`src/rtl/ddr_axi0_arbiter.sv`:
```
`default_nettype none
// ============================================================================
// Module      : ddr_axi0_arbiter
// Description : Round-robin arbiter that shares DDR controller AXI port 0
//               between the UART capture write path (r0) and the
//               readback/debug read path (r1). Only one transaction is
//               outstanding at a time. The arbiter sequences the address,
//               write-data, write-response and read-data phases and
//               generates WLAST.
//               Optional macro ARB_TIMEOUT_EN adds a handshake watchdog with
//               a sticky o_timeout output.
// Revision    : 1.0 - initial release
// ============================================================================
module ddr_axi0_arbiter #(
  parameter logic [7:0] ID0 = 8'h00,
  parameter logic [7:0] ID1 = 8'h01
`ifdef ARB_TIMEOUT_EN
  ,
  parameter int TIMEOUT_CYC = 4096
`endif
) (
  input  logic         i_clk,
  input  logic         i_rst_n,
  // requester 0 (UART capture write path)
  input  logic         r0_req_valid,
  output logic         r0_req_ready,
  input  logic [31:0]  r0_req_addr,
  input  logic [7:0]   r0_req_len,
  input  logic         r0_req_wr,
  input  logic [255:0] r0_wdata,
  input  logic         r0_wvalid,
  output logic         r0_wready,
  output logic [255:0] r0_rdata,
  output logic         r0_rvalid,
  input  logic         r0_rready,
  output logic         r0_done,
  output logic         r0_err,
  // requester 1 (readback/debug read path)
  input  logic         r1_req_valid,
  output logic         r1_req_ready,
  input  logic [31:0]  r1_req_addr,
  input  logic [7:0]   r1_req_len,
  input  logic         r1_req_wr,
  input  logic [255:0] r1_wdata,
  input  logic         r1_wvalid,
  output logic         r1_wready,
  output logic [255:0] r1_rdata,
  output logic         r1_rvalid,
  input  logic         r1_rready,
  output logic         r1_done,
  output logic         r1_err,
  // status
  output logic [1:0]   o_gnt,
  output logic         o_busy,
  // AXI port 0 combined address channel
  output logic [7:0]   DdrCtrl_AID_0,
  output logic [31:0]  DdrCtrl_AADDR_0,
  output logic [7:0]   DdrCtrl_ALEN_0,
  output logic [2:0]   DdrCtrl_ASIZE_0,
  output logic [1:0]   DdrCtrl_ABURST_0,
  output logic [1:0]   DdrCtrl_ALOCK_0,
  output logic         DdrCtrl_AVALID_0,
  output logic         DdrCtrl_ATYPE_0,
  input  logic         DdrCtrl_AREADY_0,
  // write data channel
  output logic [7:0]   DdrCtrl_WID_0,
  output logic [255:0] DdrCtrl_WDATA_0,
  output logic [31:0]  DdrCtrl_WSTRB_0,
  output logic         DdrCtrl_WLAST_0,
  output logic         DdrCtrl_WVALID_0,
  input  logic         DdrCtrl_WREADY_0,
  // read data channel
  input  logic [7:0]   DdrCtrl_RID_0,
  input  logic [255:0] DdrCtrl_RDATA_0,
  input  logic         DdrCtrl_RLAST_0,
  input  logic         DdrCtrl_RVALID_0,
  input  logic [1:0]   DdrCtrl_RRESP_0,
  output logic         DdrCtrl_RREADY_0,
  // write response channel
  input  logic [7:0]   DdrCtrl_BID_0,
  input  logic         DdrCtrl_BVALID_0,
  output logic         DdrCtrl_BREADY_0
`ifdef ARB_TIMEOUT_EN
  ,
  output logic         o_timeout
`endif
);

  typedef enum logic [2:0] {
    ST_IDLE  = 3'd0,
    ST_ADDR  = 3'd1,
    ST_WDATA = 3'd2,
    ST_WRESP = 3'd3,
    ST_RDATA = 3'd4
  } state_t;

  state_t       r_state;
  state_t       w_nextState;

  logic         r_owner;      // 0 = r0, 1 = r1
  logic         r_lastGnt;    // requester granted most recently
  logic         r_wr;
  logic [31:0]  r_addr;
  logic [7:0]   r_len;
  logic [7:0]   r_beatCnt;
  logic         r_errSticky;

  logic         w_grant0;
  logic         w_grant1;
  logic         w_aFire;
  logic         w_wFire;
  logic         w_wLast;
  logic         w_bFire;
  logic         w_rFire;
  logic         w_rDone;
  logic         w_rBeatErr;
  logic         w_unused;

  // IDs are fixed per requester and only one transaction is ever in flight,
  // so the returned RID/BID carry no extra information.
  assign w_unused = &{1'b0, DdrCtrl_RID_0, DdrCtrl_BID_0};

  // On a tie the requester that did not win last time is served;
  // r_lastGnt resets to 1 so r0 wins the first tie.
  assign w_grant0 = (r_state == ST_IDLE) && r0_req_valid && (!r1_req_valid || r_lastGnt);
  assign w_grant1 = (r_state == ST_IDLE) && r1_req_valid && (!r0_req_valid || !r_lastGnt);

  assign w_aFire    = (r_state == ST_ADDR) && DdrCtrl_AREADY_0;
  assign w_wFire    = (r_state == ST_WDATA) && (r_owner ? r1_wvalid : r0_wvalid)
                      && DdrCtrl_WREADY_0;
  assign w_wLast    = (r_beatCnt == r_len);
  assign w_bFire    = (r_state == ST_WRESP) && DdrCtrl_BVALID_0;
  assign w_rFire    = (r_state == ST_RDATA) && DdrCtrl_RVALID_0
                      && (r_owner ? r1_rready : r0_rready);
  assign w_rDone    = w_rFire && DdrCtrl_RLAST_0;
  assign w_rBeatErr = (DdrCtrl_RRESP_0 != 2'b00);

  assign o_busy = (r_state != ST_IDLE);
  assign o_gnt  = (r_state == ST_IDLE) ? 2'b00 : (r_owner ? 2'b10 : 2'b01);

  // State register
  always_ff @(posedge i_clk or negedge i_rst_n) begin
    if (!i_rst_n) begin
      r_state <= ST_IDLE;
    end else begin
      r_state <= w_nextState;
    end
  end

  // Next-state decode and channel steering for the current owner
  always_comb begin
    w_nextState      = r_state;
    r0_req_ready     = 1'b0;
    r1_req_ready     = 1'b0;
    r0_wready        = 1'b0;
    r1_wready        = 1'b0;
    r0_rdata         = '0;
    r1_rdata         = '0;
    r0_rvalid        = 1'b0;
    r1_rvalid        = 1'b0;
    DdrCtrl_AID_0    = 8'h00;
    DdrCtrl_AADDR_0  = 32'h0;
    DdrCtrl_ALEN_0   = 8'h00;
    DdrCtrl_ASIZE_0  = 3'b000;
    DdrCtrl_ABURST_0 = 2'b00;
    DdrCtrl_ALOCK_0  = 2'b00;
    DdrCtrl_AVALID_0 = 1'b0;
    DdrCtrl_ATYPE_0  = 1'b0;
    DdrCtrl_WID_0    = 8'h00;
    DdrCtrl_WDATA_0  = '0;
    DdrCtrl_WSTRB_0  = 32'h0;
    DdrCtrl_WLAST_0  = 1'b0;
    DdrCtrl_WVALID_0 = 1'b0;
    DdrCtrl_RREADY_0 = 1'b0;
    DdrCtrl_BREADY_0 = 1'b0;

    case (r_state)
      ST_IDLE: begin
        r0_req_ready = w_grant0;
        r1_req_ready = w_grant1;
        if (w_grant0 || w_grant1) begin
          w_nextState = ST_ADDR;
        end
      end

      ST_ADDR: begin
        DdrCtrl_AVALID_0 = 1'b1;
        DdrCtrl_AID_0    = r_owner ? ID1 : ID0;
        DdrCtrl_AADDR_0  = r_addr;
        DdrCtrl_ALEN_0   = r_len;
        DdrCtrl_ASIZE_0  = 3'b101;   // 32-byte beats
        DdrCtrl_ABURST_0 = 2'b01;    // INCR
        DdrCtrl_ATYPE_0  = r_wr;
        if (w_aFire) begin
          w_nextState = r_wr ? ST_WDATA : ST_RDATA;
        end
      end

      ST_WDATA: begin
        DdrCtrl_WID_0    = r_owner ? ID1 : ID0;
        DdrCtrl_WSTRB_0  = 32'hFFFF_FFFF;
        DdrCtrl_WLAST_0  = w_wLast;
        DdrCtrl_WVALID_0 = r_owner ? r1_wvalid : r0_wvalid;
        DdrCtrl_WDATA_0  = r_owner ? r1_wdata : r0_wdata;
        r0_wready        = !r_owner && DdrCtrl_WREADY_0;
        r1_wready        = r_owner && DdrCtrl_WREADY_0;
        if (w_wFire && w_wLast) begin
          w_nextState = ST_WRESP;
        end
      end

      ST_WRESP: begin
        DdrCtrl_BREADY_0 = 1'b1;
        if (w_bFire) begin
          w_nextState = ST_IDLE;
        end
      end

      ST_RDATA: begin
        DdrCtrl_RREADY_0 = r_owner ? r1_rready : r0_rready;
        if (r_owner) begin
          r1_rvalid = DdrCtrl_RVALID_0;
          r1_rdata  = DdrCtrl_RDATA_0;
        end else begin
          r0_rvalid = DdrCtrl_RVALID_0;
          r0_rdata  = DdrCtrl_RDATA_0;
        end
        if (w_rDone) begin
          w_nextState = ST_IDLE;
        end
      end

      default: begin
        w_nextState = ST_IDLE;
      end
    endcase
  end

  // Latch the winning request and remember who was served
  always_ff @(posedge i_clk or negedge i_rst_n) begin
    if (!i_rst_n) begin
      r_owner   <= 1'b0;
      r_lastGnt <= 1'b1;
      r_addr    <= 32'h0;
      r_len     <= 8'h00;
      r_wr      <= 1'b0;
    end else if (w_grant0 || w_grant1) begin
      r_owner   <= w_grant1;
      r_lastGnt <= w_grant1;
      r_addr    <= w_grant1 ? r1_req_addr : r0_req_addr;
      r_len     <= w_grant1 ? r1_req_len  : r0_req_len;
      r_wr      <= w_grant1 ? r1_req_wr   : r0_req_wr;
    end
  end

  // Write beat counter: zeroed as the address is accepted, steps per beat
  always_ff @(posedge i_clk or negedge i_rst_n) begin
    if (!i_rst_n) begin
      r_beatCnt <= 8'h00;
    end else if (w_aFire) begin
      r_beatCnt <= 8'h00;
    end else if (w_wFire) begin
      r_beatCnt <= r_beatCnt + 8'd1;
    end
  end

  // Sticky read error: collects RRESP over a burst, cleared on the last beat
  always_ff @(posedge i_clk or negedge i_rst_n) begin
    if (!i_rst_n) begin
      r_errSticky <= 1'b0;
    end else if (w_rFire) begin
      if (DdrCtrl_RLAST_0) begin
        r_errSticky <= 1'b0;
      end else if (w_rBeatErr) begin
        r_errSticky <= 1'b1;
      end
    end
  end

  // Completion pulses are registered so they coincide with the IDLE cycle
  always_ff @(posedge i_clk or negedge i_rst_n) begin
    if (!i_rst_n) begin
      r0_done <= 1'b0;
      r1_done <= 1'b0;
      r0_err  <= 1'b0;
      r1_err  <= 1'b0;
    end else begin
      r0_done <= (w_bFire || w_rDone) && !r_owner;
      r1_done <= (w_bFire || w_rDone) && r_owner;
      r0_err  <= w_rDone && !r_owner && (r_errSticky || w_rBeatErr);
      r1_err  <= w_rDone && r_owner && (r_errSticky || w_rBeatErr);
    end
  end

`ifdef ARB_TIMEOUT_EN
  localparam int c_wdogWidth = $clog2(TIMEOUT_CYC + 1);
  localparam logic [c_wdogWidth-1:0] c_wdogLimit = c_wdogWidth'(TIMEOUT_CYC);
  localparam logic [c_wdogWidth-1:0] c_wdogOne   = c_wdogWidth'(1);

  logic [c_wdogWidth-1:0] r_wdogCnt;
  logic                   w_anyFire;

  assign w_anyFire = w_aFire || w_wFire || w_bFire || w_rFire;

  // Watchdog: count busy cycles with no handshake; flag is sticky until reset
  always_ff @(posedge i_clk or negedge i_rst_n) begin
    if (!i_rst_n) begin
      r_wdogCnt <= '0;
      o_timeout <= 1'b0;
    end else if ((r_state == ST_IDLE) || w_anyFire) begin
      r_wdogCnt <= '0;
    end else if (r_wdogCnt != c_wdogLimit) begin
      r_wdogCnt <= r_wdogCnt + c_wdogOne;
      if (r_wdogCnt == (c_wdogLimit - c_wdogOne)) begin
        o_timeout <= 1'b1;
      end
    end
  end
`endif

endmodule
`default_nettype wire

```
`config.mk`:
```
export PLATFORM = sky130hd
export DESIGN_NAME = ddr_axi0_arbiter
export DESIGN_NICKNAME = d
export VERILOG_FILES = /design/src/rtl/ddr_axi0_arbiter.sv
export SDC_FILE = /design/constraint.sdc
export NUM_CORES = 1
export LEC_CHECK = 0
export CAP_MARGIN = 10
export CELL_PAD_IN_SITES_DETAIL_PLACEMENT = 0
export CELL_PAD_IN_SITES_GLOBAL_PLACEMENT = 2
export CORE_AREA = 2 2 691 693
export DETAILED_ROUTE_END_ITERATION = 6
export DIE_AREA = 0 0 693 695
export HOLD_SLACK_MARGIN = 0.1
export PLACE_DENSITY = 0.38
export SLEW_MARGIN = 30
export SYNTH_ARGS = -nofsm -noshare
export SYNTH_HDL_FRONTEND = slang
export SYNTH_SLANG_ARGS = --single-unit
```
`constraint.sdc`:
```
create_clock -name i_clk -period 2.88 [get_ports i_clk]
set_clock_uncertainty 0.2 [all_clocks]
set_input_delay 0.432 -clock i_clk [delete_from_list [all_inputs] [get_ports i_clk]]
set_output_delay 0.432 -clock i_clk [all_outputs]
set_load 0.005 [all_outputs]
```
# [After elaboration in Yosys (flattened, before gate mapping)]
# Cells that the tools add are included.
# W data, S select, Z words.
[word_totals] elab_cells=105 out_inout_bits=882 regBits=59
[op_classes] n_mux=46 n_addsub=1 n_eq_ne=10 reduce_logical=36
[op_table] op="$mux W256" n=6
[op_table] op="$mux W32" n=3
[op_table] op="$mux W8" n=4
[op_table] op="$mux W1" n=23
[op_table] op="$mux W3" n=7
[op_table] op="$logic_and A1 B1 Y1" n=20
[op_table] op="$pmux W3 S5" n=1
[op_table] op="$add A8 B1 Y8 const B" n=1
[op_table] op="$eq A8 B8 Y1" n=1
[op_table] op="$eq A3 B2 Y1 const B" n=2
[op_table] op="$ne A2 B2 Y1 const B" n=3
[op_table] op="$reduce_bool A2 Y1" n=3
[op_table] op="$logic_or A1 B1 Y1" n=5
[op_table] op="$reduce_and A5 Y1" n=1
[op_table] op="$logic_not A1 Y1" n=4
[op_table] op="$mux W2" n=2
[op_table] op="$ne A2 B1 Y1 const B" n=2
[op_table] op="$eq A3 B1 Y1 const B" n=1
[op_table] op="$eq A3 B3 Y1 const B" n=1
[op_table] op="$logic_not A3 Y1" n=1
[op_table] op="$reduce_bool A3 Y1" n=1
[op_table] op="$reduce_and A2 Y1" n=1

# [Logic depth before layout (Yosys ltp)]
# Gate-level depths: netlist of run 1.
[depth] depth_word=6 mapped_depth=7 depth_no_buf=6

# [Worst setup path after synthesis of run 1]
# OpenSTA, ideal clock, no wires.
[synth_timing] kind="register -> output" from="reg r_state[1]" to="out r0_rdata[225]" stages_incl_launch_ff=6 arrival_ps=1742 path_buffers=2 t_required_ps=2248 path_slack_ps=506 path_cell_list="dfrtp_1 > or3b_2 > nor2_1 > clkbuf_1 > clkbuf_1 > and2_1"
[synth_via] elab_chain_cells=2
[synth_rtl] item="start, declared" line_no="97" source="state_t r_state;"
[synth_rtl] item="start signal, assigned" line_no="146" source="r_state <= w_nextState;"
[synth_rtl] item="$eq A3 B3 Y1" line_no="177" source="case (r_state)"
[synth_rtl] item="$mux W256" line_no="177"
[synth_rtl] item="end, declared" line_no="33" source="output logic [255:0] r0_rdata,"
# No other way between the ends.

# [Final worst setup path of run 1]
[layout_timing] from="reg r_state[2]" to="out DdrCtrl_WDATA_0[59]"
[layout_via] elab_chain_cells=2
[layout_rtl] item="$eq A3 B2 Y1" line_no="177"
[layout_rtl] item="$mux W256" line_no="177"
[layout_rtl] item="end, declared" line_no="67" source="output logic [255:0] DdrCtrl_WDATA_0,"
# No other way between the ends.

==> results.yml, run 1 <==
sta:
  fin_crit_sh_pct: 117
  hold_viol_final: 0
  fin_crit_ns: 3.38
  fin_ws_ns: -0.496
  holdWs_ns: 0.273
  setup_viol: 691
  drv_slew: 0
  rsz0062_at_grt: "true"
  timing.slew.headroom_pct: 51.3
  worstMarginPinSlew_ns: 0.730
  fmax_mhz: 296
  finalSetupTns_ns: -146.95
critical_path:
  cpMaxStageDelayCell: "clkdlybuf4s50_1"
  arrival_ns: 2.74
  crit_required_ns: 2.25
  rr_startpoint: "r_state[2]$_DFFE_PN0P_"
  start_kind: "register"
  slowest_delay_ns: 0.52
  crit_path_end_kind: "output port"
  crit_type: "reg2out"
  path_cells: "buf_4 > or3_4 > buf_12 > buf_12 > nor2_1 > clkdlybuf4s50_1"
  cp_common_cell: "buf_12"
  crit_start: "r_state[2]$_DFFE_PN0P_"
  crit_fanout: 56
clock_tree:
  clk-insertion-delay-late_ns: 0.37
  clkSinkCount: 59
  clk_pin_slew_worst_paths_ns: 0.06
  cts_root_buf: "clkbuf_16"
  numCtsBuffers: 9
  cts_tree: "done"
  cts_htree_levels: 3
  clk_path_buf_depth: 2
min_path:
  min_path_type: "reg2reg"
  hold_path.startpoint: "r_lastGnt$_DFFE_PN1P_"
detailed_routing:
  drt_pass1_iterations: 4
  wl_per_cell_um: 39.0
  drt-vias-per-instance: 2.16
  via_count: 21100
  drtAntennaViolNets: 0
  drt_iter0_markers: 998
  route.detailed.drc: 0
  wl_mm: 381
final_layout:
  synthToLayoutAreaGrowth_pct: 300
  mostFrequentLayoutCells: "clkdlybuf4s50_1, and2_1, nor2_1"
  final_net_count: 4317
  fin_cells: 9756
  drive_above_1_share_pct: 29.0
  layout.cells.most_common: "clkdlybuf4s50_1"
synthesis:
  ys_types: 41
  synth-seq-area-share_pct: 13.7
  synth_cells: 1538
  syn_area_mm2: 0.0108
  synth_edf_count: 0
  synth-seq-cells: 59
  yosysWarnings: 0
  async_flop_share_pct: 100
  synth_ff_type: "dfrtp_1"
  synth.avg_cell_area_um2: 7.01
placed_design:
  port_buffers: 1728
  dp_hpwl_mm: 354
  post-place-ws_ns: -0.286
  place.gp.congestion: 0.901
  placed_cells: 9548
die:
  die-area_mm2: 0.482
  die_w_um: 693
  row_count: 253
  start_util_pct: 2.28
  pin_count: 1763
  fp.dieH_um: 695
  core_mm2: 0.474
run_status:
  violations: "setup timing"
  status: "complete, but fails checks"
pwr:
  pwr-share-clk_pct: 6.6
  power_frac_seq_pct: 7.7
  power_density_mw_per_mm2: 445
  peakVddDrop_v: 0.000378
  power_switching_share_pct: 44.6
  switching_power_mw: 8.56
  power_leakage_nw: 19.0
  p_comb_share_pct: 85.6
  p_int_mw: 10.6
grt:
  grt.total_usage_pct: 14.8
  grt_max_degree: 57
  overflow: 0
  grt_pass1_wl_mm: 417
  first_global_vias: 20200
  antenna_found_initial: 431
flow_run:
  drv_cap: 0
==> layer usage <==
| metal | global-route usage [%] | up-vias | routed length, µm | share of wire (%) |
|---|---|---|---|---|
| li1 | - | 8782 | - | - |
| met1 | 15.4 | 9813 | 137000 | 36 |
| met2 | 26.4 | 1662 | 186000 | 49 |
| met3 | 8.42 | 636 | 47400 | 12 |
| met4 | 1.94 | 174 | 8360 | 2.2 |
| met5 | 0 | - | 1140 | 0.30 |
==> power by group through the flow <==
stage,clock network [mW],logic (mW),registers [mW]
after floorplan,0,4.96,1.36
after global placement,0,15.5,1.49
after detailed placement,0,15.4,1.48
after CTS,1.32,16.2,1.50
after global routing,1.35,17.4,1.53
final,1.27,16.4,1.48
==> cell type report <==
cell class / count / area (µm²)
antenna: 69 / 173
clock buffer: 11 / 243
clock inverter: 5 / 85.1
fill: 55000 / 431000
inverter: 8 / 56.3
multi-input combinational: 1303 / 9120
sequential: 59 / 1480
tap: 6247 / 7820
timing repair buffer: 2054 / 24100
==> metrics by stage <==
stage	utilization, %	instance area (µm²)	power, mW
6_report	9.09	43100	19.2
5_1_grt	9.07	43000	20.3
4_1_cts	8.56	40600	19.0
3_5_place_dp	8.35	39600	16.9
3_3_place_gp	8.35	39600	17.0
2_1_floorplan	-	10900	6.33
==> cell families after synthesis <==
kind of cell,count (synthesis),synth area share [%]
multiplexers,301,27.9
flip-flops,59,13.7
other,1,0.0348
adder cells (fa/ha/maj),1,0.116
buffers and inverters,193,8.82
XOR/XNOR,9,0.731
AO/OA/AOI/OAI,63,3.12
AND/OR/NAND/NOR,911,45.5
==> synthesized netlist by cell type (2+ instances only) <==
cell type / instances / area (µm²)
and2_1: 559 / 3500
nor2_1: 311 / 1170
mux2i_1: 300 / 3000
clkbuf_1: 104 / 390
dfrtp_1: 58 / 1450
buf_4: 52 / 390
a21oi_1: 49 / 245
buf_1: 19 / 71.3
nand2_1: 11 / 41.3
buf_2: 9 / 45.0
xor2_1: 8 / 70.1
inv_1: 6 / 22.5
nand3_1: 5 / 25.0
o21ai_0: 5 / 25.0
and3_1: 4 / 25.0
o31ai_1: 4 / 30.0
nor2b_1: 3 / 18.8
or3_1: 3 / 18.8
or4_1: 3 / 22.5
a31oi_1: 2 / 12.5
nand4_1: 2 / 12.5
nor4_1: 2 / 12.5
==> sequential cells by signal, summed over array words and instances (netlist names) <==
register / count
r1_err: 1
r_len: 8
r_errSticky: 1
r_beatCnt: 8
r0_done: 1
r1_done: 1
r_state: 3
r_owner: 1
r_lastGnt: 1
r_wr: 1
r_addr: 32
r0_err: 1
==> timing repair <==
item | CTS | global route
cloned | 11 | 42
endpoints found under the hold margin | 21 | 0
buffers inserted | 26 | 49
gates resized for setup | 241 | 658
hold buffers | 1 | 0
pin swaps | 11 | 15
setup endpoints to repair | 824 | 841
==> final timing paths <==
check	to	slack [ns]	cells after the start
hold / removal	r_lastGnt$_DFFE_PN1P_	0.27	2
setup / recovery	DdrCtrl_WDATA_0[59]	-0.50	6
hold reg to reg	r_lastGnt$_DFFE_PN1P_	0.27	2
max in group asynchronous	r_len[4]$_DFFE_PN0P_	1.34	3
min in group asynchronous	r_addr[30]$_DFFE_PN0P_	0.45	2
setup reg to reg	r_beatCnt[7]$_DFFE_PN0P_	-0.09	11
==> worst max-delay path: cells and delay by family, from the launching register on <==
family	cells	cell delay [ns]
buf+inv	4	1.17
simple gates	2	0.55
flops	1	0.40
Power figures use the tool's default switching activity.
==> run 2, diff against run 1 <==
RECOVER_POWER = 50   (was unset)
==> run 2 against run 1 <==
  * The flow finishes with violations (capacitance limit, slew limit, setup timing)
  * Total power decreased by 0.23%
  * Critical path type unchanged
  * Largest power group unchanged
  * Die area unchanged
  * Setup slack got worse by 0.012 ns
  * Global-route usage unchanged
  * Non-clock buffer count is the same
  * Critical path depth unchanged
  * Sequential power is essentially flat
  * Flip-flop and latch count did not move
==> results.yml, run 2 (same netlist as run 1, synthesis figures left out) <==
clock_tree:
  clk-insertion-delay-late_ns: 0.37
  cts_tree: "done"
  clk_pin_slew_worst_paths_ns: 0.06
  cts_htree_levels: 3
  clk_path_buf_depth: 2
  numCtsBuffers: 9
  cts_root_buf: "clkbuf_16"
  clkSinkCount: 59
critical_path:
  r2r_end: "r_beatCnt[7]$_DFFE_PN0P_"
  rrSetupSlack_ns: -0.09
  crit_required_ns: 2.25
  crit_type: "reg2out"
  crit_path_end_kind: "output port"
  crit_start: "r_state[2]$_DFFE_PN0P_"
  crit_fanout: 56
  arrival_ns: 2.76
  reg2reg_depth: 11
  setup.worst_path.end: "DdrCtrl_WDATA_0[56]"
  start_kind: "register"
  rr_startpoint: "r_state[2]$_DFFE_PN0P_"
final_layout:
  final_net_count: 4317
  synthToLayoutAreaGrowth_pct: 299
  top_register: "r_addr"
  top_regs: "r_addr x32, r_beatCnt x8, r_len x8"
  utilization_pct: 9.09
  layout.cells.most_common: "clkdlybuf4s50_1"
  fin_area_mm2: 0.0431
  fin_cells: 9761
  final.fill_count: 55000
  mostFrequentLayoutCells: "clkdlybuf4s50_1, and2_1, nor2_1"
  drive_above_1_share_pct: 28.9
  largest_reg_flops: 32
pwr:
  power_leakage_nw: 19.0
  peakVddDrop_v: 0.000376
  power_density_mw_per_mm2: 444
grt:
  grt.total_usage_pct: 14.8
  first_global_vias: 20200
  grt_pass1_wl_mm: 417
  grt_max_degree: 57
  overflow: 0
  antenna_found_initial: 431
min_path:
  min_path_type: "reg2reg"
die:
  die-area_mm2: 0.482
  fp.dieH_um: 695
  pin_count: 1763
  start_util_pct: 2.28
  die_w_um: 693
  row_count: 253
  core_mm2: 0.474
detailed_routing:
  wl_mm: 380
  drt_pass1_iterations: 4
  drt-vias-per-instance: 2.16
  wl_per_cell_um: 39.0
  route.detailed.drc: 0
  drt_iter0_markers: 977
  via_count: 21100
  drtAntennaViolNets: 0
sta:
  fin_ws_ns: -0.508
  hold_viol_final: 0
  worstMarginPinSlew_ns: 1.67
  finalSetupTns_ns: -159.29
  fin_crit_ns: 3.39
  rsz0062_at_grt: "true"
  setup_viol: 702
  fin_crit_sh_pct: 118
  fmax_mhz: 295
  timing.slew.headroom_pct: -11.6
  drv_slew: 24
flow_run:
  drv_cap: 1
run_status:
  violations: "capacitance limit, slew limit, setup timing"
  status: "complete, but fails checks"
placed_design:
  post_dp_cell_area_mm2: 0.0396
  port_buffers: 1728
  place.gp.congestion: 0.901
  placed_cells: 9548
  dp_hpwl_mm: 354
-- run 2: cell type report --
class / instances / area (µm²) / share of cell area [%]
inverter: 8 / 56.3 / 0.131
clock inverter: 5 / 85.1 / 0.198
clock buffer: 11 / 243 / 0.564
tap: 6247 / 7820 / 18.2
antenna: 74 / 185 / 0.430
multi-input combinational: 1303 / 9120 / 21.2
timing repair buffer: 2054 / 24100 / 55.9
sequential: 59 / 1480 / 3.44
-- run 2: what timing repair did --
action	CTS	global route
endpoints found under the hold margin	21	0
hold buffers	1	0
endpoints found under the setup margin	824	841
cloned	11	42
setup buffers	26	49
gates resized for setup	241	658
pin swaps	11	15
-- run 2: critical path: stages, from the launching register on --
cell and delay [ns]:
dfrtp_1 0.40, buf_4 0.15, or3_4 0.39, buf_12 0.16, buf_12 0.34, nor2_1 0.17
clkdlybuf4s50_1 0.52
-- run 2: worst min-delay path by stage --
| stage | from | endpoint | slack (ns) | depth (start not counted) |
|---|---|---|---|---|
| after CTS | r_lastGnt$_DFFE_PN1P_ | r_lastGnt$_DFFE_PN1P_ | 0.27 | 2 |
| after global routing | r_lastGnt$_DFFE_PN1P_ | r_lastGnt$_DFFE_PN1P_ | 0.28 | 2 |
| final | r_lastGnt$_DFFE_PN1P_ | r_lastGnt$_DFFE_PN1P_ | 0.27 | 2 |
| after global placement | r_lastGnt$_DFFE_PN1P_ | r_lastGnt$_DFFE_PN1P_ | 0.25 | 2 |
| after detailed placement | r_lastGnt$_DFFE_PN1P_ | r_lastGnt$_DFFE_PN1P_ | 0.26 | 2 |
| after floorplan | i_rst_n | r0_done$_DFF_PN0_ | -0.06 | 0 |
-- run 2: routing by layer --
layer	part of all wire, %	track usage (%)
met5	0.30	0
met4	2.1	1.94
met3	12	8.42
met2	49	26.4
met1	36	15.4
-- run 2: through the flow --
stage	hold WS, ns	setup WS [ns]	total power [mW]
detailed placement	0.262	-0.286	16.9
global placement	0.251	-0.299	17.0
floorplan	-0.0636	0.506	6.33
global route	0.284	-0.503	20.3
CTS	0.274	-0.441	19.0
finish	0.273	-0.508	19.1
-- run 2: power breakdown --
group	switching, mW	total (mW)	internal (mW)
sequential	0.285	1.48	1.19
combinational	7.78	16.4	8.61
clock	0.488	1.27	0.786
